`src/rtl/haar_pkg.sv`:
```
// -----------------------------------------------------------------------------
// haar_pkg
// Shared types and constants for the face-detection candidate reporting path.
//   coord_t    : 12-bit unsigned coordinate / frame dimension
//   det_rec_t  : detection record {x, y, size} in source-frame pixels
//   SAT_MAX    : saturation value for back-projected results
//   state_e    : candidate_reporter FSM state encoding
// -----------------------------------------------------------------------------
package haar_pkg;

  localparam int COORD_W = 12;

  typedef logic [COORD_W-1:0] coord_t;

  typedef struct packed {
    coord_t x;
    coord_t y;
    coord_t size;
  } det_rec_t;

  localparam coord_t SAT_MAX = 12'hFFF;

  // Explicit values keep the encoding stable for anything that decodes it
  // from a debug bus.
  typedef enum logic [2:0] {
    ST_IDLE  = 3'd0,
    ST_LOAD  = 3'd1,
    ST_DIV_X = 3'd2,
    ST_DIV_Y = 3'd3,
    ST_DIV_S = 3'd4,
    ST_OUT   = 3'd5
  } state_e;

endpackage

```
`src/rtl/seq_divider.sv`:
```
// -----------------------------------------------------------------------------
// seq_divider
// Unsigned restoring divider, one quotient bit per clock.
//   clk_i, rst_i  : clock, synchronous active-high reset
//   start_i       : load dividend/divisor and begin (ignored while busy only
//                   in the sense that a new start restarts the operation)
//   dividend_i    : 24-bit unsigned dividend
//   divisor_i     : 12-bit unsigned divisor
//   done_o        : high during the final iteration cycle; quotient_o is
//                   valid in that same cycle
//   quotient_o    : 12-bit quotient, saturated to SAT_MAX on overflow or on
//                   a zero divisor
// DIV_CYCLES must equal the dividend width.
// -----------------------------------------------------------------------------
module seq_divider
  import haar_pkg::*;
#(
  parameter int DIV_CYCLES = 2 * COORD_W
) (
  input  logic                 clk_i,
  input  logic                 rst_i,
  input  logic                 start_i,
  input  logic [2*COORD_W-1:0] dividend_i,
  input  coord_t               divisor_i,
  output logic                 done_o,
  output coord_t               quotient_o
);

  localparam int DW    = 2 * COORD_W;
  localparam int CNT_W = $clog2(DIV_CYCLES + 1);

  logic             busy_q;
  logic [CNT_W-1:0] cnt_q;
  logic [DW-1:0]    dq_q;       // dividend shifts out the top, quotient in at the bottom
  coord_t           rem_q;
  coord_t           divisor_q;
  logic             dz_q;

  logic [COORD_W:0] rem_sh;
  logic [COORD_W:0] rem_diff;
  logic             ge;
  logic [DW-1:0]    dq_d;

  always_comb begin
    rem_sh   = {rem_q, dq_q[DW-1]};
    rem_diff = rem_sh - {1'b0, divisor_q};
    // rem_sh < 2*divisor, so a non-negative difference always fits in
    // COORD_W bits and the top bit acts as the borrow.
    ge       = ~rem_diff[COORD_W];
    dq_d     = {dq_q[DW-2:0], ge};
  end

  assign done_o     = busy_q && (cnt_q == CNT_W'(1));
  assign quotient_o = (dz_q || (|dq_d[DW-1:COORD_W])) ? SAT_MAX : dq_d[COORD_W-1:0];

  always_ff @(posedge clk_i) begin
    if (rst_i) begin
      busy_q    <= 1'b0;
      cnt_q     <= '0;
      dq_q      <= '0;
      rem_q     <= '0;
      divisor_q <= '0;
      dz_q      <= 1'b0;
    end else if (start_i) begin
      busy_q    <= 1'b1;
      cnt_q     <= CNT_W'(DIV_CYCLES);
      dq_q      <= dividend_i;
      rem_q     <= '0;
      divisor_q <= divisor_i;
      dz_q      <= (divisor_i == '0);
    end else if (busy_q) begin
      dq_q  <= dq_d;
      rem_q <= ge ? rem_diff[COORD_W-1:0] : rem_sh[COORD_W-1:0];
      cnt_q <= cnt_q - CNT_W'(1);
      if (cnt_q == CNT_W'(1)) begin
        busy_q <= 1'b0;
      end
    end
  end

endmodule

```
`src/rtl/candidate_reporter.sv`:
```
// -----------------------------------------------------------------------------
// candidate_reporter
// Buffers cascade-classifier candidates, back-projects each window from the
// scaled frame to the source frame and emits one record per candidate.
//   clk_fpga, reset_fpga           : clock, synchronous active-high reset
//   candidate, scale_x/ycoord      : candidate pulse and scaled-frame position
//   frame_src/dst_width/height     : frame dimensions, sampled in LOAD only
//   det_valid/det_ready            : record handshake
//   det_x, det_y, det_size         : source-frame record fields
//   overflow, drop_count           : sticky drop flag, saturating drop count
//
// state  | meaning
// IDLE   | waiting; pops the FIFO head when non-empty
// LOAD   | latch frame dimensions for the popped candidate
// DIV_X  | x * src_w / dst_w      (issue cycle + DIV_CYCLES)
// DIV_Y  | y * src_h / dst_h      (issue cycle + DIV_CYCLES)
// DIV_S  | WINDOW * src_w / dst_w (issue cycle + DIV_CYCLES), then register
// OUT    | record presented until det_ready
// -----------------------------------------------------------------------------
module candidate_reporter
  import haar_pkg::*;
#(
  parameter int DATA_WIDTH_12 = COORD_W,
  parameter int WINDOW_SIZE   = 24,
  parameter int FIFO_DEPTH    = 4,
  parameter int DIV_CYCLES    = 2 * DATA_WIDTH_12
) (
  input  logic                     clk_fpga,
  input  logic                     reset_fpga,
  input  logic                     candidate,
  input  logic [DATA_WIDTH_12-1:0] scale_xcoord,
  input  logic [DATA_WIDTH_12-1:0] scale_ycoord,
  input  logic [DATA_WIDTH_12-1:0] frame_src_width,
  input  logic [DATA_WIDTH_12-1:0] frame_src_height,
  input  logic [DATA_WIDTH_12-1:0] frame_dst_width,
  input  logic [DATA_WIDTH_12-1:0] frame_dst_height,
  output logic                     det_valid,
  input  logic                     det_ready,
  output logic [DATA_WIDTH_12-1:0] det_x,
  output logic [DATA_WIDTH_12-1:0] det_y,
  output logic [DATA_WIDTH_12-1:0] det_size,
  output logic                     overflow,
  output logic [7:0]               drop_count
);

  localparam int PW  = $clog2(FIFO_DEPTH);
  localparam int CTW = PW + 1;

  typedef struct packed {
    coord_t x;
    coord_t y;
  } cand_t;

  // Candidate FIFO
  cand_t          fifo_q [FIFO_DEPTH];
  logic [PW-1:0]  wr_ptr_q, rd_ptr_q;
  logic [CTW-1:0] count_q, count_d;
  logic           full, pop, push, drop;

  // FSM and datapath
  state_e         state_q;
  logic           issued_q;
  cand_t          cand_q;
  coord_t         src_w_q, src_h_q, dst_w_q, dst_h_q;
  coord_t         res_x_q, res_y_q;
  det_rec_t       det_q;
  logic           det_valid_q;
  logic           overflow_q;
  logic [7:0]     drop_cnt_q;

  // Divider interface
  coord_t            div_a, div_b, div_den;
  logic [2*COORD_W-1:0] div_dividend;
  logic              div_start, div_done;
  coord_t            div_quot;

  assign full = (count_q == CTW'(FIFO_DEPTH));
  assign pop  = (state_q == ST_IDLE) && (count_q != '0);
  // A full FIFO still accepts when the head leaves in the same cycle.
  assign push = candidate && (!full || pop);
  assign drop = candidate && full && !pop;

  always_comb begin
    count_d = count_q;
    case ({push, pop})
      2'b10:   count_d = count_q + CTW'(1);
      2'b01:   count_d = count_q - CTW'(1);
      default: count_d = count_q;
    endcase
  end

  always_ff @(posedge clk_fpga) begin
    if (push) begin
      fifo_q[wr_ptr_q] <= '{x: scale_xcoord, y: scale_ycoord};
    end
  end

  always_ff @(posedge clk_fpga) begin
    if (reset_fpga) begin
      wr_ptr_q   <= '0;
      rd_ptr_q   <= '0;
      count_q    <= '0;
      overflow_q <= 1'b0;
      drop_cnt_q <= '0;
    end else begin
      count_q <= count_d;
      if (push) wr_ptr_q <= wr_ptr_q + PW'(1);
      if (pop)  rd_ptr_q <= rd_ptr_q + PW'(1);
      if (drop) begin
        overflow_q <= 1'b1;
        if (drop_cnt_q != 8'hFF) drop_cnt_q <= drop_cnt_q + 8'd1;
      end
    end
  end

  always_comb begin
    div_a   = cand_q.x;
    div_b   = src_w_q;
    div_den = dst_w_q;
    case (state_q)
      ST_DIV_Y: begin
        div_a   = cand_q.y;
        div_b   = src_h_q;
        div_den = dst_h_q;
      end
      ST_DIV_S: begin
        div_a   = coord_t'(WINDOW_SIZE);
        div_b   = src_w_q;
        div_den = dst_w_q;
      end
      default: ;
    endcase
    div_dividend = {{COORD_W{1'b0}}, div_a} * {{COORD_W{1'b0}}, div_b};
  end

  // First cycle of each DIV_* state issues the operands to the divider.
  assign div_start = ((state_q == ST_DIV_X) || (state_q == ST_DIV_Y) ||
                      (state_q == ST_DIV_S)) && !issued_q;

  seq_divider #(
    .DIV_CYCLES(DIV_CYCLES)
  ) u_div (
    .clk_i     (clk_fpga),
    .rst_i     (reset_fpga),
    .start_i   (div_start),
    .dividend_i(div_dividend),
    .divisor_i (div_den),
    .done_o    (div_done),
    .quotient_o(div_quot)
  );

  always_ff @(posedge clk_fpga) begin
    if (reset_fpga) begin
      state_q     <= ST_IDLE;
      issued_q    <= 1'b0;
      cand_q      <= '0;
      src_w_q     <= '0;
      src_h_q     <= '0;
      dst_w_q     <= '0;
      dst_h_q     <= '0;
      res_x_q     <= '0;
      res_y_q     <= '0;
      det_q       <= '0;
      det_valid_q <= 1'b0;
    end else begin
      case (state_q)
        ST_IDLE: begin
          if (pop) begin
            cand_q  <= fifo_q[rd_ptr_q];
            state_q <= ST_LOAD;
          end
        end
        ST_LOAD: begin
          src_w_q  <= frame_src_width;
          src_h_q  <= frame_src_height;
          dst_w_q  <= frame_dst_width;
          dst_h_q  <= frame_dst_height;
          issued_q <= 1'b0;
          state_q  <= ST_DIV_X;
        end
        ST_DIV_X: begin
          if (!issued_q) begin
            issued_q <= 1'b1;
          end else if (div_done) begin
            res_x_q  <= div_quot;
            issued_q <= 1'b0;
            state_q  <= ST_DIV_Y;
          end
        end
        ST_DIV_Y: begin
          if (!issued_q) begin
            issued_q <= 1'b1;
          end else if (div_done) begin
            res_y_q  <= div_quot;
            issued_q <= 1'b0;
            state_q  <= ST_DIV_S;
          end
        end
        ST_DIV_S: begin
          if (!issued_q) begin
            issued_q <= 1'b1;
          end else if (div_done) begin
            det_q       <= '{x: res_x_q, y: res_y_q, size: div_quot};
            det_valid_q <= 1'b1;
            issued_q    <= 1'b0;
            state_q     <= ST_OUT;
          end
        end
        ST_OUT: begin
          if (det_ready) begin
            det_valid_q <= 1'b0;
            state_q     <= ST_IDLE;
          end
        end
        default: state_q <= ST_IDLE;
      endcase
    end
  end

  assign det_valid  = det_valid_q;
  assign det_x      = det_q.x;
  assign det_y      = det_q.y;
  assign det_size   = det_q.size;
  assign overflow   = overflow_q;
  assign drop_count = drop_cnt_q;

endmodule
```
`config.mk`:
```
export PLATFORM = sky130hd
export DESIGN_NAME = candidate_reporter
export DESIGN_NICKNAME = d
export VERILOG_FILES = /design/src/rtl/haar_pkg.sv /design/src/rtl/seq_divider.sv /design/src/rtl/candidate_reporter.sv
export SDC_FILE = /design/constraint.sdc
export NUM_CORES = 1
export LEC_CHECK = 0
export BUFFER_PORTS_ARGS = -buffer_cell sky130_fd_sc_hd__buf_2
export CORE_UTILIZATION = 35
export CTS_CLUSTER_DIAMETER = 120
export DETAILED_ROUTE_END_ITERATION = 16
export PLACE_DENSITY = 0.55
export SKIP_LAST_GASP = 1
export SYNTH_ARGS = -nofsm -noshare
export SYNTH_HDL_FRONTEND = slang
export SYNTH_SLANG_ARGS = --single-unit
```
`constraint.sdc`:
```
create_clock -name clk_fpga -period 10.25 [get_ports clk_fpga]
set_input_delay 2.05 -clock clk_fpga [delete_from_list [all_inputs] [get_ports clk_fpga]]
set_output_delay 2.05 -clock clk_fpga [all_outputs]
set_load 0.1 [all_outputs]
```
Yosys cells after proc, flatten, opt, wreduce, memory -nomap -nowiden
Memory sizes are Yosys's and may differ from the RTL's. A register that Yosys moved wholly into a read port is not among the register bits.
Index checks and enable logic that the tools add are counted.

operators by class
  add/sub/neg operators = 7
  $mul = 1
  eq/ne operators = 18
  multiplexer cells = 31
  bitwise operators = 1
  reduce and logical (&&, ||, !) cells = 30

operator list
  cell                 count
  $mux 12              4
  $mux 24              2
  $mul 12x12->24       1
  $mux 3               8
  $pmux 12 s2          1
  $pmux 3 s6           1
  $ne 2x2->1 const B   8
  $sub 13x12->13       1
  $logic_not 12->1     1
  $reduce_or 12->1     1
  $mux 1               10
  $mux 5               2
  $eq 3x3->1 const B   3
  $reduce_and 3->1     3
  $add 8x1->8 const B  1
  $ne 8x8->1 const B   1
  $reduce_and 8->1     1
  $reduce_bool 2->1    4
  $eq 3x2->1 const B   2
  $logic_and 1x1->1    6
  $pmux 3 s2           1
  $eq 5x1->1 const B   1
  $sub 5x1->5 const B  1
  $add 2x1->2 const B  2
  15 further kinds     22

storage, ports and cells
  flip-flop bits (word level) = 184
  RAM bits = 96
  input port bits = 76
  output and inout port bits = 46
  word-level logic and storage cells = 113
  memories kept = 1

memory list
  memory  words  bits a word  read ports  clocked after Yosys merged registers in  wr ports  line                      text
  fifo_q  4      24           1           1                                        1         candidate_reporter.sv:55  cand_t fifo_q [FIFO_DEPTH];

Depth between registers and ports, before layout
  depth after elaboration = 6
  gate-level depth with buffers = 29
  mapped depth without buffers = 24

By module
A second synthesis with hierarchy kept.

second synthesis, totals
  cell total of the unflattened synthesis = 1903
  area total of the unflattened synthesis = 17541.8 sq um

by module, submodules not included
  module              times used  cells an instance  area an instance (sq um)  sequential area each (sq um)
  candidate_reporter  1           1511               14376.3                   5945.7
  seq_divider         1           392                3165.5                    1101.1

Worst setup path before layout
OpenSTA, ideal clock, no wires.

  kind = register to register
  start point = register state_q[1]
  end point = register u_div.dq_q[22]
  setup time = 0.086 ns
  data arrival time = 6.052 ns
  required time = 10.164 ns
  slack = 4.113 ns
  stages on the path, launching flop included = 28
  buffers on the path = 5
  period minus slack after synthesis = 6.137 ns
  path through = dfxtp_1 buf_2 nand2_1 or2_2 clkbuf_1 buf_2 clkbuf_1 o22ai_1 nor2_1 fa_1 inv_1 fa_1 inv_1 fa_1 fa_1 inv_1 fa_1 inv_1 ha_1 buf_2 a21o_1 a21o_1 a21oi_1 o21ai_0 a41oi_1 a211oi_1 xnor2_1 a211oi_1

between the ends
  word-level cells in the longest chain between the ends = 5
  elaborated cells on any way between the ends = 11
  those cells by class = mul: 1; eq/ne: 3; mux: 3; reduce/logical: 4

ends and longest elaborated chain
  what                                                    line                       text
  start, declared                                         candidate_reporter.sv:61   state_e state_q;
  start signal, assigned                                  candidate_reporter.sv:154  state_q <= ST_IDLE;
  start signal, assigned                                  candidate_reporter.sv:170  state_q <= ST_LOAD;
  start signal, assigned                                  candidate_reporter.sv:179  state_q <= ST_DIV_X;
  branches (longest 5 deep; another with $mul 12x12->24)  n/a
  end signal, assigned                                    seq_divider.sv:67          dq_q <= dividend_i;
  end signal, assigned                                    seq_divider.sv:72          dq_q <= dq_d;
  end, declared                                           seq_divider.sv:34          logic [DW-1:0] dq_q;

Several ways; the timed one is not identified.
A chain may end at the register's enable or synchronous reset.

Worst setup path in the final report
  start point = register state_q[0]
  end point = register u_div.dq_q[22]

Same word-level chain as after synthesis.

==> flow_metrics.py <==
metrics = {
    "finish": {
        "flow.area_growth_from_synthesis_pct": 13.7,
        "n_antenna_cell": 0,
        "post_route_cells_drive_above_1_share_pct": 12.3,
        "layout.filler_cells": 4743,
        "registers.top_by_ff_count": "fifo_q",
        "ff_latch_area_um2": 7050,
        "multiInputGateArea_um2": 9140,
        "number_of_flip_flops_under_the_largest_register_name": 96,
        "design.final.nets": 2144,
        "layout_top_registers": "fifo_q x96, cand_q x24, u_div.dq_q x24",
    },
    "worst_hold_path": {
        "min-delay-path-class": "reg2reg",
        "hold_start": "overflow",
        "hold_end": "overflow",
        "timing.hold.worst_path_depth": 2,
    },
    "sta": {
        "total_count_of_hold_check_failures_in_the_final_report": 0,
        "timing.setup.tns_ns": 0,
        "final_setup_fails": 0,
        "worst-slew-pin-transition_ns": 1.11,
        "hold_slack_ns": 0.444,
        "unrepaired_setup_endpoints_after_global_routing": "false",
        "slew_violations": 0,
        "fin_crit_sh_pct": 68.8,
        "final.setup_skew_ns": 0.0133,
        "period_needed_ns": 7.05,
        "clock.fmax_ghz": 0.142,
        "max_slew_margin_pct": 25.6,
    },
    "detailed_routing": {
        "routed_wirelength_um": 41400,
        "wire_per_inst_um": 16.4,
        "detailedRoute.firstIterationViolations": 785,
        "vias": 12800,
        "drcViolationCount": 0,
        "detail_route.first_pass.iterations": 5,
        "route.antenna.remaining_nets": 0,
        "avgViaCountPerCell": 5.06,
    },
    "floorplan": {
        "initial_core_util_pct": 35.7,
        "floorplan.die_area_um2": 50000,
        "floorplan.die.width_um": 224,
        "core-area_um2": 48000,
        "die_h_um": 224,
        "floorplan.io_pins": 122,
        "placement_rows": 80,
    },
    "yosys": {
        "nets_in_the_synthesized_netlist": 2075,
        "async_flop_share_pct": 0,
        "synth-seq-area-share_pct": 41.0,
        "ffs_latches_synth": 304,
        "synth_enable_flop_cells": 96,
        "yosysWarnings": 0,
        "ys.flop_type": "sky130_fd_sc_hd__dfxtp_1",
        "unique_cell_type_count_in_the_yosys_netlist": 71,
        "synthesis.area_um2": 17200,
        "synth.avg_cell_area_um2": 9.46,
        "postSynthCellCount": 1815,
    },
    "global_routing": {
        "grtUsageMet2_pct": 27.0,
        "pin_count_of_the_biggest_net_entering_global_routing": 103,
        "global_route.overflow_total": 0,
        "grt_pass1_wl_um": 66800,
        "gr-usage-all-layers_pct": 16.7,
        "grt_antenna_before_repair": 0,
        "grt_peak_use_layer": "met2",
        "global_route.usage.met3_pct": 2.50,
        "number_of_global_route_vias_before_repair": 12600,
        "groute.layer.met1.usage_pct": 22.9,
    },
    "worst_setup_path": {
        "timing.critical_path.mode_cell": "sky130_fd_sc_hd__fa_1",
        "reg2reg_to": "u_div.dq_q[22]",
        "reg2regPathDepth": 24,
        "crit_path_max_fanout": 44,
        "critical-path-slowest-cell": "sky130_fd_sc_hd__nor2_4",
        "critical_path_arrival_ns": 7.48,
        "cp.required_ns": 10.68,
        "worstReg2RegStart": "state_q[0]",
        "worstSetupEndpointType": "flop",
        "path_cells": "nand2_1 > nor2_4 > a21oi_1 > buf_4 > a22oi_1 > nor2_1 > fa_1 > inv_1 > fa_1 > inv_1 > fa_1 > fa_1 > inv_1 > fa_1 > inv_1 > ha_1 > a21o_1 > a21o_1 > a21oi_1 > o21ai_0 > a41oi_1 > a211oi_1 > xnor2_1 > a211oi_1",
        "worst-r2r-setup-slack_ns": 3.20,
        "nature_of_the_critical_path_startpoint": "flop",
        "path_class": "reg2reg",
        "worst_path_largest_cell_delay_ns": 0.79,
    },
    "clock_tree": {
        "cts_max_path_buffers": 3,
        "root_buffer": "sky130_fd_sc_hd__clkbuf_16",
        "clk-insertion-delay-late_ns": 0.53,
        "cts-buffers-inserted": 34,
        "cts_post_setup_buffers_inserted": 0,
        "tritoncts_clock_tree": "done",
        "numClockSinks": 304,
        "worst_setup_hold_path_clk_slew_ns": 0.06,
        "post_cts_hold_buffer_count": 0,
        "htreeDepth": 2,
        "postCtsResizedCells": 0,
    },
    "run": {
        "maxCapViolations": 0,
    },
    "placed_design": {
        "gp_congestion": 0.865,
        "post-dp-hpwl_um": 30500,
        "number_of_buffer_cells_added_on_primary_ports": 121,
    },
    "power": {
        "power-per-cell-area_nw_per_um2": 255,
        "worst_case_vdd_ir_drop_v": 0.000162,
        "post-layout-total-power_w": 0.00498,
        "leakagePower_nw": 8.05,
    },
    "outcome": {
        "status": "finished, final reports clean",
    },
}
## critical path: cells and delay by family, from the launching register on
family	cells	cell delay (ns)
buf+inv	5	0.45
simple gates	3	1.11
compound gates	9	1.78
flops	1	0.53
fa+ha+maj	6	2.92
xor+xnor	1	0.14
## logic make-up after synthesis
| logic type | count (synthesis) | share of synthesized area, % |
|---|---|---|
| buffers and inverters | 262 | 5.90 |
| AO/OA/AOI/OAI | 318 | 12.1 |
| XOR/XNOR | 43 | 2.30 |
| flip-flops | 304 | 41.0 |
| adder cells (fa/ha/maj) | 184 | 17.9 |
| multiplexers | 59 | 5.19 |
| AND/OR/NAND/NOR | 645 | 15.6 |
## Yosys cell counts, types with 9 or more instances
cell	n	area, µm²
sky130_fd_sc_hd__edfxtp_1	96	2880
sky130_fd_sc_hd__nor2_1	170	638
sky130_fd_sc_hd__nor3_1	11	55.1
sky130_fd_sc_hd__mux2i_1	34	340
sky130_fd_sc_hd__xnor2_1	22	193
sky130_fd_sc_hd__and2_1	12	75.1
sky130_fd_sc_hd__dfxtp_1	208	4160
sky130_fd_sc_hd__nand3_1	11	55.1
sky130_fd_sc_hd__a21oi_1	136	681
sky130_fd_sc_hd__mux4_2	24	541
sky130_fd_sc_hd__ha_1	82	1030
sky130_fd_sc_hd__inv_1	160	601
sky130_fd_sc_hd__clkbuf_1	77	289
sky130_fd_sc_hd__a22o_1	10	87.6
sky130_fd_sc_hd__nor4_1	10	62.6
sky130_fd_sc_hd__a21o_1	19	143
sky130_fd_sc_hd__a211oi_1	66	495
sky130_fd_sc_hd__buf_2	15	75.1
sky130_fd_sc_hd__a311oi_1	14	123
sky130_fd_sc_hd__xor2_1	20	175
sky130_fd_sc_hd__fa_1	102	2040
sky130_fd_sc_hd__o21ai_0	19	95.1
sky130_fd_sc_hd__nand2_1	373	1400
sky130_fd_sc_hd__nor2b_1	12	75.1
sky130_fd_sc_hd__nand4_1	9	56.3
## per-layer routing
layer  routed length (µm)  vias to the layer above
met1                19600                     6190
met2                19100                      271
li1                     -                     6256
met5                    0                        -
met4                 1050                        0
met3                 1750                       52
## placed cells by master, fill, tap and decap left out, types with 12 or more instances in the layout
cell	count
sky130_fd_sc_hd__edfxtp_1	96
sky130_fd_sc_hd__xnor2_1	22
sky130_fd_sc_hd__a211oi_1	66
sky130_fd_sc_hd__nor2b_1	12
sky130_fd_sc_hd__a21o_1	19
sky130_fd_sc_hd__inv_1	160
sky130_fd_sc_hd__xor2_1	20
sky130_fd_sc_hd__ha_1	82
sky130_fd_sc_hd__mux2i_1	34
sky130_fd_sc_hd__fa_1	102
sky130_fd_sc_hd__buf_2	120
sky130_fd_sc_hd__a311oi_1	14
sky130_fd_sc_hd__buf_4	13
sky130_fd_sc_hd__and2_1	12
sky130_fd_sc_hd__a21oi_1	136
sky130_fd_sc_hd__nand2_1	373
sky130_fd_sc_hd__clkbuf_16	37
sky130_fd_sc_hd__nor2_1	167
sky130_fd_sc_hd__o21ai_0	19
sky130_fd_sc_hd__dfxtp_1	206
sky130_fd_sc_hd__mux4_2	24
## power by group
group | internal, W | total [W] | switching [W]
registers | 0.00145 | 0.00163 | 0.000184
clock network | 0.000861 | 0.00135 | 0.000484
logic | 0.000726 | 0.00200 | 0.00127
## stage by stage
| stage | std cells | util, % | setup WS [ns] | cell area [µm²] |
|---|---|---|---|---|
| 2_1_floorplan | 1815 | - | 4.11 | 17200 |
| 3_3_place_gp | 2463 | 38.0 | 3.29 | 18300 |
| 3_5_place_dp | 2463 | 38.0 | 3.21 | 18300 |
| 4_1_cts | 2524 | 40.6 | 3.18 | 19500 |
| 5_1_grt | 2524 | 40.6 | 2.70 | 19500 |
| 6_report | 2524 | 40.6 | 3.20 | 19500 |
## how the worst max path moves through the flow
stage | from | end | slack, ns | cells after the start
finish | state_q[0] | u_div.dq_q[22] | 3.20 | 24
floorplan | state_q[1] | u_div.dq_q[22] | 4.11 | 27
global route | state_q[0] | u_div.dq_q[19] | 2.70 | 22
detailed placement | state_q[0] | u_div.dq_q[19] | 3.21 | 22
global placement | state_q[0] | u_div.dq_q[22] | 3.29 | 24
CTS | state_q[0] | u_div.dq_q[22] | 3.18 | 24
## layout make-up
type	instances	area share (%)
clock buffers	48	5.16
repair buffers	134	3.63
inverters	161	3.10
flip-flops and latches	304	36.1
well taps	615	3.94
clock inverters	13	1.24
multi-input cells	1249	46.8
Note: power is estimated with default switching activity, not from simulation.
